$ cat config.mk
export PLATFORM = sky130hd
export DESIGN_NAME = control_secuencia
export DESIGN_NICKNAME = d
export VERILOG_FILES = /design/src/rtl/control_secuencia.sv
export SDC_FILE = /design/constraint.sdc
export NUM_CORES = 1
export LEC_CHECK = 0
export CORE_ASPECT_RATIO = 1.2
export CORE_MARGIN = 10
export CORE_UTILIZATION = 38
export DETAILED_ROUTE_END_ITERATION = 16
export PLACE_DENSITY_LB_ADDON = 0.2
export SYNTH_ARGS = -nofsm -noshare
export SYNTH_HDL_FRONTEND = slang
export SYNTH_SLANG_ARGS = --single-unit
$ cat constraint.sdc
create_clock -name clk -period 1.7 [get_ports clk]
set_input_delay 0.425 -clock clk [delete_from_list [all_inputs] [get_ports clk]]
set_output_delay 0.425 -clock clk [all_outputs]
set_load 0.02 [all_outputs]
$ cat src/rtl/control_secuencia.sv
// -----------------------------------------------------------------------------
// control_secuencia
//
// Purpose:
//   Sequencer that drives a small datapath (two operand muxes, an ALU and a
//   register bank).  On a start request it latches one instruction and repeats
//   an ASSIGN/SAVE pair op_cnt times (0 counts as 1).  ASSIGN presents the
//   control codes.  SAVE keeps the codes and pulses the write enable of the
//   destination register.  A single DONE cycle then reports completion.
//   Every output comes straight from a register (Moore style).
//
// Optional feature (macro CTRL_OVF_ABORT_EN):
//   When the macro is defined, fov=1 seen during an ASSIGN cycle suppresses
//   that iteration's write pulse and ends the operation with err=1.
//   When it is undefined, fov only goes into the flags and err is always 0.
//
// Ports:
//   clk        in   rising-edge clock
//   rst_n      in   synchronous active-low reset
//   start      in   new-operation request, honoured only in IDLE
//   op_a/op_b  in   operand-A / operand-B mux codes           [SELW]
//   op_alu     in   ALU function code                         [SELW]
//   op_reg     in   register-bank instruction code            [SELW]
//   op_dst     in   destination register index                [4]
//   op_cnt     in   iteration count, 0 treated as 1           [CNTW]
//   fov, fcarry, fneg, fzero  in  ALU flags
//   instmulta/instmultb/instalu/instreg  out  registered control codes [SELW]
//   escr       out  one-hot register write enables            [NREG]
//   busy       out  high in ASSIGN and SAVE
//   done       out  one-cycle completion pulse
//   err        out  abort indication, valid together with done
//   flags      out  {fov,fcarry,fneg,fzero} captured for the last SAVE
// -----------------------------------------------------------------------------
module control_secuencia #(
  parameter int NREG = 4,
  parameter int SELW = 8,
  parameter int CNTW = 4
) (
  input  logic            clk,
  input  logic            rst_n,
  input  logic            start,
  input  logic [SELW-1:0] op_a,
  input  logic [SELW-1:0] op_b,
  input  logic [SELW-1:0] op_alu,
  input  logic [SELW-1:0] op_reg,
  input  logic [3:0]      op_dst,
  input  logic [CNTW-1:0] op_cnt,
  input  logic            fov,
  input  logic            fcarry,
  input  logic            fneg,
  input  logic            fzero,
  output logic [SELW-1:0] instmulta,
  output logic [SELW-1:0] instmultb,
  output logic [SELW-1:0] instalu,
  output logic [SELW-1:0] instreg,
  output logic [NREG-1:0] escr,
  output logic            busy,
  output logic            done,
  output logic            err,
  output logic [3:0]      flags
);

`ifdef CTRL_OVF_ABORT_EN
  localparam bit OvfAbortEn = 1'b1;
`else
  localparam bit OvfAbortEn = 1'b0;
`endif

  localparam logic [CNTW-1:0] OneCount = CNTW'(1);

  typedef enum logic [1:0] {
    IDLE,
    ASSIGN,
    SAVE,
    DONE
  } state_t;

  state_t          state_q;
  logic [SELW-1:0] instA_q;
  logic [SELW-1:0] instB_q;
  logic [SELW-1:0] instAlu_q;
  logic [SELW-1:0] instReg_q;
  logic [NREG-1:0] escr_q;
  logic            busy_q;
  logic            done_q;
  logic            err_q;
  logic [3:0]      flags_q;
  logic [3:0]      dst_q;
  logic [CNTW-1:0] remCount_q;
  logic            abort_q;

  logic [NREG-1:0] escrHot_d;
  logic [CNTW-1:0] startCount_d;
  logic            ovfAbort_d;

  // Decode the latched destination into a one-hot write enable.  An index
  // of NREG or above matches no lane, so such an operation never writes.
  // A zero count is promoted to one.  An overflow abort only exists when
  // the optional feature is built in.
  always_comb begin
    escrHot_d = '0;
    for (int i = 0; i < NREG; i++) begin
      escrHot_d[i] = (dst_q == 4'(i));
    end
    startCount_d = (op_cnt == '0) ? OneCount : op_cnt;
    ovfAbort_d   = OvfAbortEn && fov;
  end

  // The whole sequencer is one registered process.  Each transition loads
  // the output registers with the values the destination state presents.
  // The control-code registers double as the instruction latch, so they
  // keep their value across iterations and clear only on the way into DONE.
  always_ff @(posedge clk) begin
    if (!rst_n) begin
      state_q    <= IDLE;
      instA_q    <= '0;
      instB_q    <= '0;
      instAlu_q  <= '0;
      instReg_q  <= '0;
      escr_q     <= '0;
      busy_q     <= 1'b0;
      done_q     <= 1'b0;
      err_q      <= 1'b0;
      flags_q    <= '0;
      dst_q      <= '0;
      remCount_q <= '0;
      abort_q    <= 1'b0;
    end else begin
      case (state_q)
        IDLE: begin
          done_q <= 1'b0;
          err_q  <= 1'b0;
          escr_q <= '0;
          if (start) begin
            instA_q    <= op_a;
            instB_q    <= op_b;
            instAlu_q  <= op_alu;
            instReg_q  <= op_reg;
            dst_q      <= op_dst;
            remCount_q <= startCount_d;
            abort_q    <= 1'b0;
            busy_q     <= 1'b1;
            state_q    <= ASSIGN;
          end
        end
        // Flags are sampled while the ALU result for this iteration is
        // settled, so the SAVE cycle shows what is being written.
        ASSIGN: begin
          flags_q <= {fov, fcarry, fneg, fzero};
          if (ovfAbort_d) begin
            abort_q <= 1'b1;
            escr_q  <= '0;
          end else begin
            escr_q  <= escrHot_d;
          end
          state_q <= SAVE;
        end
        SAVE: begin
          escr_q     <= '0;
          remCount_q <= remCount_q - OneCount;
          if (abort_q || remCount_q == OneCount) begin
            instA_q   <= '0;
            instB_q   <= '0;
            instAlu_q <= '0;
            instReg_q <= '0;
            busy_q    <= 1'b0;
            done_q    <= 1'b1;
            err_q     <= abort_q;
            state_q   <= DONE;
          end else begin
            state_q   <= ASSIGN;
          end
        end
        DONE: begin
          done_q     <= 1'b0;
          err_q      <= 1'b0;
          abort_q    <= 1'b0;
          remCount_q <= '0;
          state_q    <= IDLE;
        end
        default: begin
          state_q <= IDLE;
        end
      endcase
    end
  end

  assign instmulta = instA_q;
  assign instmultb = instB_q;
  assign instalu   = instAlu_q;
  assign instreg   = instReg_q;
  assign escr      = escr_q;
  assign busy      = busy_q;
  assign done      = done_q;
  assign err       = err_q;
  assign flags     = flags_q;

endmodule
# Yosys cells after proc, flatten, opt, wreduce, memory -nomap -nowiden
# Cells that the tools add are included.
# totals
regBits,54
in_bits,47
output_inout_bits,43
wordCells,64
# op_classes
addsub,1
eq_ne,9
n_mux,25
n_reduce_logical,16
# op_table
op,n
$pmux 8 s2,4
$mux 8,5
$pmux 4 s3,1
$eq 4x1->1 const B,2
$eq 4x2->1 const B,2
$logic_not 4->1,2
$mux 4,2
$pmux 1 s2,4
$pmux 2 s4,1
$pmux 4 s2,1
$reduce_and 2->1,4
$reduce_bool 2->1,4
$mux 1,5
$eq 2x2->1 const B,2
$mux 2,2
$ne 2x2->1 const B,2
$reduce_or 2->1,2
$sub 4x1->4 const B,1
$reduce_and 3->1,1
$reduce_bool 3->1,1
$eq 2x1->1 const B,1
$logic_not 2->1,1
$logic_or 1x1->1,1

# Logic depth before layout (Yosys ltp)
# Gate-level depths: netlist (run 1).
# logic_depth
ltp_word,4
mapped_depth,7
ltp_nobuf,5

# Worst setup path before layout (run 1)
# Ideal clock, no wire load.
# synth_path
kind,register to register
start,reg remCount_q[0]
end,"reg instAlu_q[0], in the netlist instalu[0]"
setup_time_ns,0.118
arrival_time_ns,1.676
required_time_ns,1.582
setup_slack_ns,-0.094
path_stages_with_launch,6
n_path_buf,1
synth_period_minus_slack_ns,1.794
cell_sequence,dfxtp_1 > ha_1 > or3b_4 > a211o_4 > buf_6 > a32o_2
# synth_via
elab_chain_len,4
# synth_lines
item,line,text
from (decl),89,logic [CNTW-1:0] remCount_q;
from (signal assigned),140,remCount_q <= startCount_d;
from (signal assigned),160,remCount_q <= remCount_q - OneCount;
$eq 4x1->1,161,if (abort_q || remCount_q == OneCount) begin
$logic_or 1x1->1,161,
$ne 2x2->1 (no source line),-,
$reduce_and 3->1 (no source line),-,
to (signal assigned),137,instAlu_q <= op_alu;
to (decl),81,logic [SELW-1:0] instAlu_q;
# No other way between the ends.
# A chain may end at the register's enable or synchronous reset.

# Worst setup path in the final report (run 1)
# layout_path
start,reg remCount_q[1]
end,"reg instA_q[7], in the netlist instmulta[7]"
# layout_via
elab_chain_len,4
# layout_lines
item,line,text
$eq 4x1->1,161,
$logic_or 1x1->1,161,
$ne 2x2->1 (no source line),-,
$reduce_and 3->1 (no source line),-,
to (signal assigned),135,instA_q <= op_a;
to (decl),79,logic [SELW-1:0] instA_q;
# No other way between the ends.

==> impl_results.md, run 1 <==
* Hold Path Class: reg -> reg
* I/O pin count at 90
* Post-synthesis register bit count at 52
* Sequential area share after synthesis at 0.499
* Fillcell total at ~440
* Clock buffer count from CTS at 5
* Largest net degree at the start of global routing at 34
* Area Growth Syn to Fin at 62.6%
* CP Data Arrival Time at 1.94 ns
* Overflow left after global routing at 0
* Clock buffer depth at 2
* Hold Vio Cnt, Final at 0
* Tot GR Track Use at 0.139
* Gpl congestion at roughly 0.83
* CP startpoint kind: register
* Crit. End Element: register
* Drt wl/cell at roughly 18 µm
* Final Critical Period at around 1.7 ns
* # rows at 29
* Async SR Flop Fraction at 0
* Vias per cell at roughly 5.3
* Final setup viols at 28
* Core Area at roughly 5300 µm²
* Hold slack at between 0.4 and 0.5 ns
* Placement Cell Area at 3160 µm²
* Critical Path RT at 1.90 ns
* Mapped cell area at ~2100 µm²
* Footprint of the multi-input gates at around 1000 µm²
* Comb power frac at 0.431
* Via Count at ~1900
* Mapped Cells at roughly 190
* Port bufs at between 80 and 90
* Remaining antenna violation count after routing at 0
* CTS root buffer: clkbuf_8
* Internal power at 0.00254 W
* Max Fanout on Critical Path at 9
* RSZ-0062 raised after global routing: yes
* Placed insts at about 340
* Hold buffer count at cts at 0
* # H-tree levels at 2
* Crit Path Category: reg -> reg
* CTS tree: yes
* Post-Route WL at roughly 6.3 mm
* Clk_lat worst skew at 0.30 ns
* Seq. cell area at 1050 µm²
* Fin nets at between 300 and 400
* Mean area per synthesized cell at around 11 µm²
* Main synth FF type: dfxtp_1
* Clock Skews at between 0.002 and 0.003 ns
* Failing checks: negative setup slack
* Ys Warns at 0
* Worst-path clk slew at about 0.090 ns
* Net Sw Frac at 0.352
* Drt initial violations at 90
* Final Cycle Share at 1.03
* Die height at around 100 µm
* Status: complete, but fails checks
* Post-Layout Cell Count at between 300 and 400
* Max-cap viol count at 0
* DR DRC count at 0
* Vias in the first global route at 1982
* Share of cells above drive strength 1 at 0.254
* Pre-CTS setup slack at -0.280 ns
* Final instance area at between 3000 and 4000 µm²
* F_max at ~0.57 GHz
* Max Slew Vio Count at 0
* Die area at around 8900 µm²
* Initial antenna violation count at 0
* DP Wirelength at 4.38 mm
* Sequential Power Share at 0.391
* Worst vdd ir at around 630 µV
* 1st-pass router iterations at 4
* Diode count at 0
* Syn_nets at roughly 240
* Initial core utilization at 0.393
* Pleak at 1.83 nW
* Die X at slightly below 90 µm
* EDFF count, synth at 0
* Net switching power at 0.00138 W
* Synth cell types at 44
* Clock Power Share at 0.177
* Final setup margin at -0.0467 ns
* PD cells at approximately 1200 nW/µm²
* Clock sinks at between 50 and 60
* First-pass GRT wire length at 9.93 mm
## final cells by class
cell class              instances  share of cell area
clock buffers                   6              0.0214
inverters                       6             0.00664
flip-flops and latches         52               0.310
well taps                      62              0.0229
multi-input cells             117               0.304
clock inverters                 2             0.00406
repair buffers                112               0.331
## per-stage QoR
step                power (W)  setup TNS (ns)  utilization
global route          0.00414           -1.50        0.640
finish                0.00392          -0.669        0.640
CTS                   0.00385           -1.96        0.614
floorplan             0.00245          -0.592            -
global placement      0.00308           -5.22        0.596
detailed placement    0.00309           -4.61        0.596
## cell families after synthesis
group | count (synthesis) | share of synthesized area
AO/OA/AOI/OAI | 59 | 0.267
adder cells (fa/ha/maj) | 8 | 0.0480
other | 1 | 0.00180
multiplexers | 4 | 0.0192
flip-flops | 52 | 0.499
buffers and inverters | 23 | 0.0564
AND/OR/NAND/NOR | 42 | 0.109
## placed cells by master, fill, tap and decap left out, types with 6 or more instances in the layout
| master | synthesis | routed |
|---|---|---|
| a21oi_1 | 9 | 9 |
| a32o_1 | 6 | 6 |
| a32o_2 | 26 | 26 |
| buf_4 | 1 | 21 |
| clkdlybuf4s50_1 | 0 | 48 |
| dfxtp_1 | 52 | 48 |
| dlygate4sd2_1 | 0 | 18 |
| dlymetal6s2s_1 | 0 | 22 |
| nand2_1 | 10 | 10 |
| nor2_1 | 10 | 9 |
## Yosys cell counts, types with 2 or more instances
cell	instances	area (µm²)
buf_6	3	33.8
nor3b_1	3	22.5
buf_2	4	20.0
nand3_1	5	25.0
inv_1	5	18.8
nor2_1	10	37.5
nor2b_1	2	12.5
clkbuf_1	8	30.0
a21oi_1	9	45.0
mux2i_1	4	40.0
ha_1	8	100
nand2_1	10	37.5
nand2b_1	2	12.5
o21a_1	2	15.0
dfxtp_1	52	1040
a2111oi_0	2	17.5
a32o_2	26	293
nor3_1	2	10.0
a32o_1	6	60.1
a22oi_1	2	15.0
## layer usage
layer  part of all wire  global-route usage
met1               0.39               0.150
met2               0.46               0.218
met3               0.14              0.0964
met4             0.0073              0.0332
met5                  0                   0
## final timing paths
check	to	cells after the start	startpoint	slack, ns
worst min register to register	escr[2]	2	escr[2]	0.47
worst max-delay path	instmulta[7]	5	remCount_q[1]	-0.05
worst min-delay path	escr[2]	2	escr[2]	0.47
worst max register to register	instmulta[7]	5	remCount_q[1]	-0.05
## state kept, by name (all words and copies together), names as in the netlist
register    cells
busy            1
done            1
dst_q           4
escr            4
flags           4
instalu         8
instmulta       8
instmultb       8
instreg         8
remCount_q      4
state_q         2
## what timing repair did
action / in CTS / in global routing
pin swaps: 5 / 28
buffers inserted: 0 / 3
gates cloned: 2 / 1
hold endpoints to repair: 0 / 0
endpoints found under the setup margin: 52 / 59
resized for setup: 21 / 34
## power by group through the flow
| stage | registers, W | clock network (W) | logic (W) |
|---|---|---|---|
| 2_1_floorplan | 0.00174 | 0 | 0.000715 |
| 3_3_place_gp | 0.00155 | 0 | 0.00153 |
| 3_5_place_dp | 0.00156 | 0 | 0.00153 |
| 4_1_cts | 0.00153 | 0.000725 | 0.00159 |
| 5_1_grt | 0.00156 | 0.000753 | 0.00183 |
| 6_report | 0.00153 | 0.000695 | 0.00169 |
## worst max-delay path, cell delays in order (launching register included)
cell and delay [ns]:
dfxtp_2 0.34, inv_2 0.07, ha_4 0.13, or3b_4 0.43
a211o_4 0.41, a32o_2 0.28
No activity file was read; power rests on OpenSTA's default activity.
==> run 2, diff against run 1 <==
CORE_UTILIZATION = 39   (was 38)
CTS_BUF_LIST = sky130_fd_sc_hd__clkbuf_8   (was not set)
MAX_ROUTING_LAYER = met4   (was not set)
==> run 2 against run 1 <==
  * The flow still finishes with violations (negative setup slack)
  * First-iteration DRC count is 20% higher
  * Total power rose by 2.7%
  * Flip-flop and latch count unchanged
  * Count of clock-buffer cells in the layout unchanged
  * Critical path type unchanged
  * Critical endpoint is now instmultb[4]
  * Largest cell class unchanged
  * Largest power group unchanged
  * Highest routed layer unchanged
==> impl_results.md, run 2 (synthesized netlist as in run 1, its figures left out) <==
* PD cells at 1180 nW/µm² (was 1160 nW/µm²)
* Net switching power at 0.00143 W (was 0.00138 W)
* Initial core utilization at 0.399 (was 0.393)
* Fin nets at 351 (was 349)
* Clock sinks at 52 (unchanged)
* Reg2Reg Depth at 5 (unchanged)
* Clk_lat worst skew at 0.31 ns (was 0.30 ns)
* Final setup margin at -0.0415 ns (was -0.0467 ns)
* Core Area at 5230 µm² (was 5300 µm²)
* Sequential Power Share at 0.383 (was 0.391)
* Clock Skews at 0.00350 ns (was 0.00271 ns)
* Area Growth Syn to Fin at 63.1% (was 62.6%)
* Internal power at 0.00260 W (was 0.00254 W)
* Final setup viols at 28 (unchanged)
* Drt wl/cell at 18.6 µm (was 17.7 µm)
* # rows at 29 (unchanged)
* Hold Crit Depth at 2 (unchanged)
* R2R Path End: instmultb[4] (was instmulta[7])
* Vias in the first global route at 2055 (was 1982)
* Pre-CTS setup slack at -0.323 ns (was -0.280 ns)
* Post-Route WL at 6.67 mm (was 6.33 mm)
* CP startpoint: remCount_q[1] (unchanged)
* First-pass GRT wire length at 10.4 mm (was 9.93 mm)
* Hold buffer count at cts at 0 (unchanged)
* Drt initial violations at 108 (was 90)
* Vias per cell at 5.41 (was 5.34)
* Die height at 100 µm (was 101 µm)
* CP Cell Sequence: inv_2, ha_4, or3b_4, a211o_4, a32o_2 (unchanged)
* Final Cycle Share at 1.02 (was 1.03)
* CP Data Arrival Time at 1.94 ns (about the same)
* CTS root buffer: clkbuf_8 (unchanged)
* Die X at 86.7 µm (was 87.6 µm)
* Clock buffer depth at 2 (unchanged)
* Worst r2r src: remCount_q[1] (unchanged)
* CP startpoint kind: register (unchanged)
* Status: complete, but fails checks (unchanged)
* Crit. End Element: register (unchanged)
* Clock buffer count from CTS at 5 (unchanged)
* 1st-pass router iterations at 4 (unchanged)
* Die area at 8680 µm² (was 8860 µm²)
* CTS tree: yes (unchanged)
* Tot GR Track Use at 0.153 (was 0.139)
* Reg2Reg Setup Slack at -0.04 ns (was -0.05 ns)
* Share of cells above drive strength 1 at 0.259 (was 0.254)
* Net Sw Frac at 0.355 (was 0.352)
* Diode count at 0 (unchanged)
* Overflow left after global routing at 0 (unchanged)
* Clock Power Share at 0.187 (was 0.177)
* Initial antenna violation count at 0 (unchanged)
* Worst vdd ir at 717 µV (was 635 µV)
* # H-tree levels at 2 (unchanged)
* Worst-path clk slew at 0.09 ns (about the same)
* Hold path start: escr[2] (unchanged)
* Max-cap viol count at 0 (unchanged)
* Max Slew Vio Count at 0 (unchanged)
* Critical Path Max Stage Delay at 0.45 ns (was 0.43 ns)
* Most common cell after layout, fill and taps aside: dfxtp_1
* Max Fanout on Critical Path at 8 (was 9)
* Critical Path RT at 1.90 ns (about the same)
* Worst hold endpoint: escr[2] (unchanged)
* Largest net degree at the start of global routing at 34 (unchanged)
* Most frequent cells in the layout: dfxtp_1 (48), clkdlybuf4s50_1 (46), a32o_2 (26) (was dfxtp_1 (48), clkdlybuf4s50_1 (48), a32o_2 (26))
* Remaining antenna violation count after routing at 0 (unchanged)
* Hold Path Class: reg -> reg (unchanged)
* Gpl congestion at 0.789 (was 0.833)
* DR DRC count at 0 (unchanged)
* Total negative slack at -0.813 ns (was -0.669 ns)
* F_max at 0.574 GHz (was 0.572 GHz)
* Port bufs at 88 (unchanged)
* DP Wirelength at 4.67 mm (was 4.38 mm)
* Finished Core Util at 0.651 (was 0.640)
* Fillcell total at 455 (was 443)
* RSZ-0062 raised after global routing: yes (unchanged)
* Crit Path Category: reg -> reg (unchanged)
* Hold Vio Cnt, Final at 0 (unchanged)
* Crit-path slowest cell: or3b_4 (unchanged)
* Final Critical Period at 1.74 ns (was 1.75 ns)
* Failing checks: negative setup slack (unchanged)
* Comb power frac at 0.431 (about the same)
* I/O pin count at 90 (unchanged)
* Pleak at 1.81 nW (was 1.83 nW)
* Via Count at 1941 (was 1908)
-- run 2: cell count changes in the layout (fill, tap and decap cells not counted), sizes merged --
cell / delta
dlymetal6s2s: -4
a211o: +1
dlygate4sd2: +6
buf: +1
clkdlybuf4s50: -2
-- run 2: power groups by stage --
stage / combinational (W) / sequential (W) / clock, W
after floorplan: 0.000715 / 0.00174 / 0
after CTS: 0.00175 / 0.00154 / 0.000765
final: 0.00173 / 0.00154 / 0.000751
after global routing: 0.00187 / 0.00157 / 0.000815
after detailed placement: 0.00153 / 0.00157 / 0
after global placement: 0.00151 / 0.00156 / 0
-- run 2: worst max path at each step --
stage / end / slack [ns] / cells past startpoint
CTS: instmulta[7] / -0.04 / 5
floorplan: instalu[0] / -0.02 / 6
finish: instmultb[4] / -0.04 / 5
global route: instreg[0] / -0.11 / 5
global placement: remCount_q[0] / -0.25 / 4
detailed placement: remCount_q[0] / -0.32 / 4
-- run 2: metal layers --
layer	GRT usage	vias to the layer above	wire length (µm)
met4	0.0449	0	78
met5	-	-	0
met2	0.249	69	3340
met1	0.174	918	2810
li1	-	946	-
met3	0.0494	8	439
-- run 2: worst max-delay path: cells and delay by family (launching register included) --
kind,cells,cell delay [ns]
fa+ha+maj,1,0.13
buf+inv,1,0.07
flops,1,0.33
simple gates,1,0.45
compound gates,2,0.66
-- run 2: final cells by class --
cell class              instances  area (µm²)  area share
clock buffers                   6        82.6      0.0243
well taps                      62        77.6      0.0228
flip-flops and latches         52        1050       0.309
inverters                       6        22.5     0.00662
repair buffers                113        1110       0.326
clock inverters                 2        13.8     0.00405
multi-input cells             118        1040       0.307
-- run 2: timing repair --
item                       4_1_cts  5_1_grt
gates cloned                     4        0
gates resized for setup         34       21
buffers inserted                 4        1
pin swaps                       38        3
setup endpoints to repair       58       54
-- run 2: stage by stage --
step	std cells	hold slack, ns	instance area [µm²]	power [W]
after floorplan	189	0.436	2110	0.00245
after global placement	342	0.444	3140	0.00306
after detailed placement	342	0.456	3140	0.00310
after CTS	358	0.470	3340	0.00406
after global routing	359	0.493	3400	0.00425
final	359	0.467	3400	0.00402
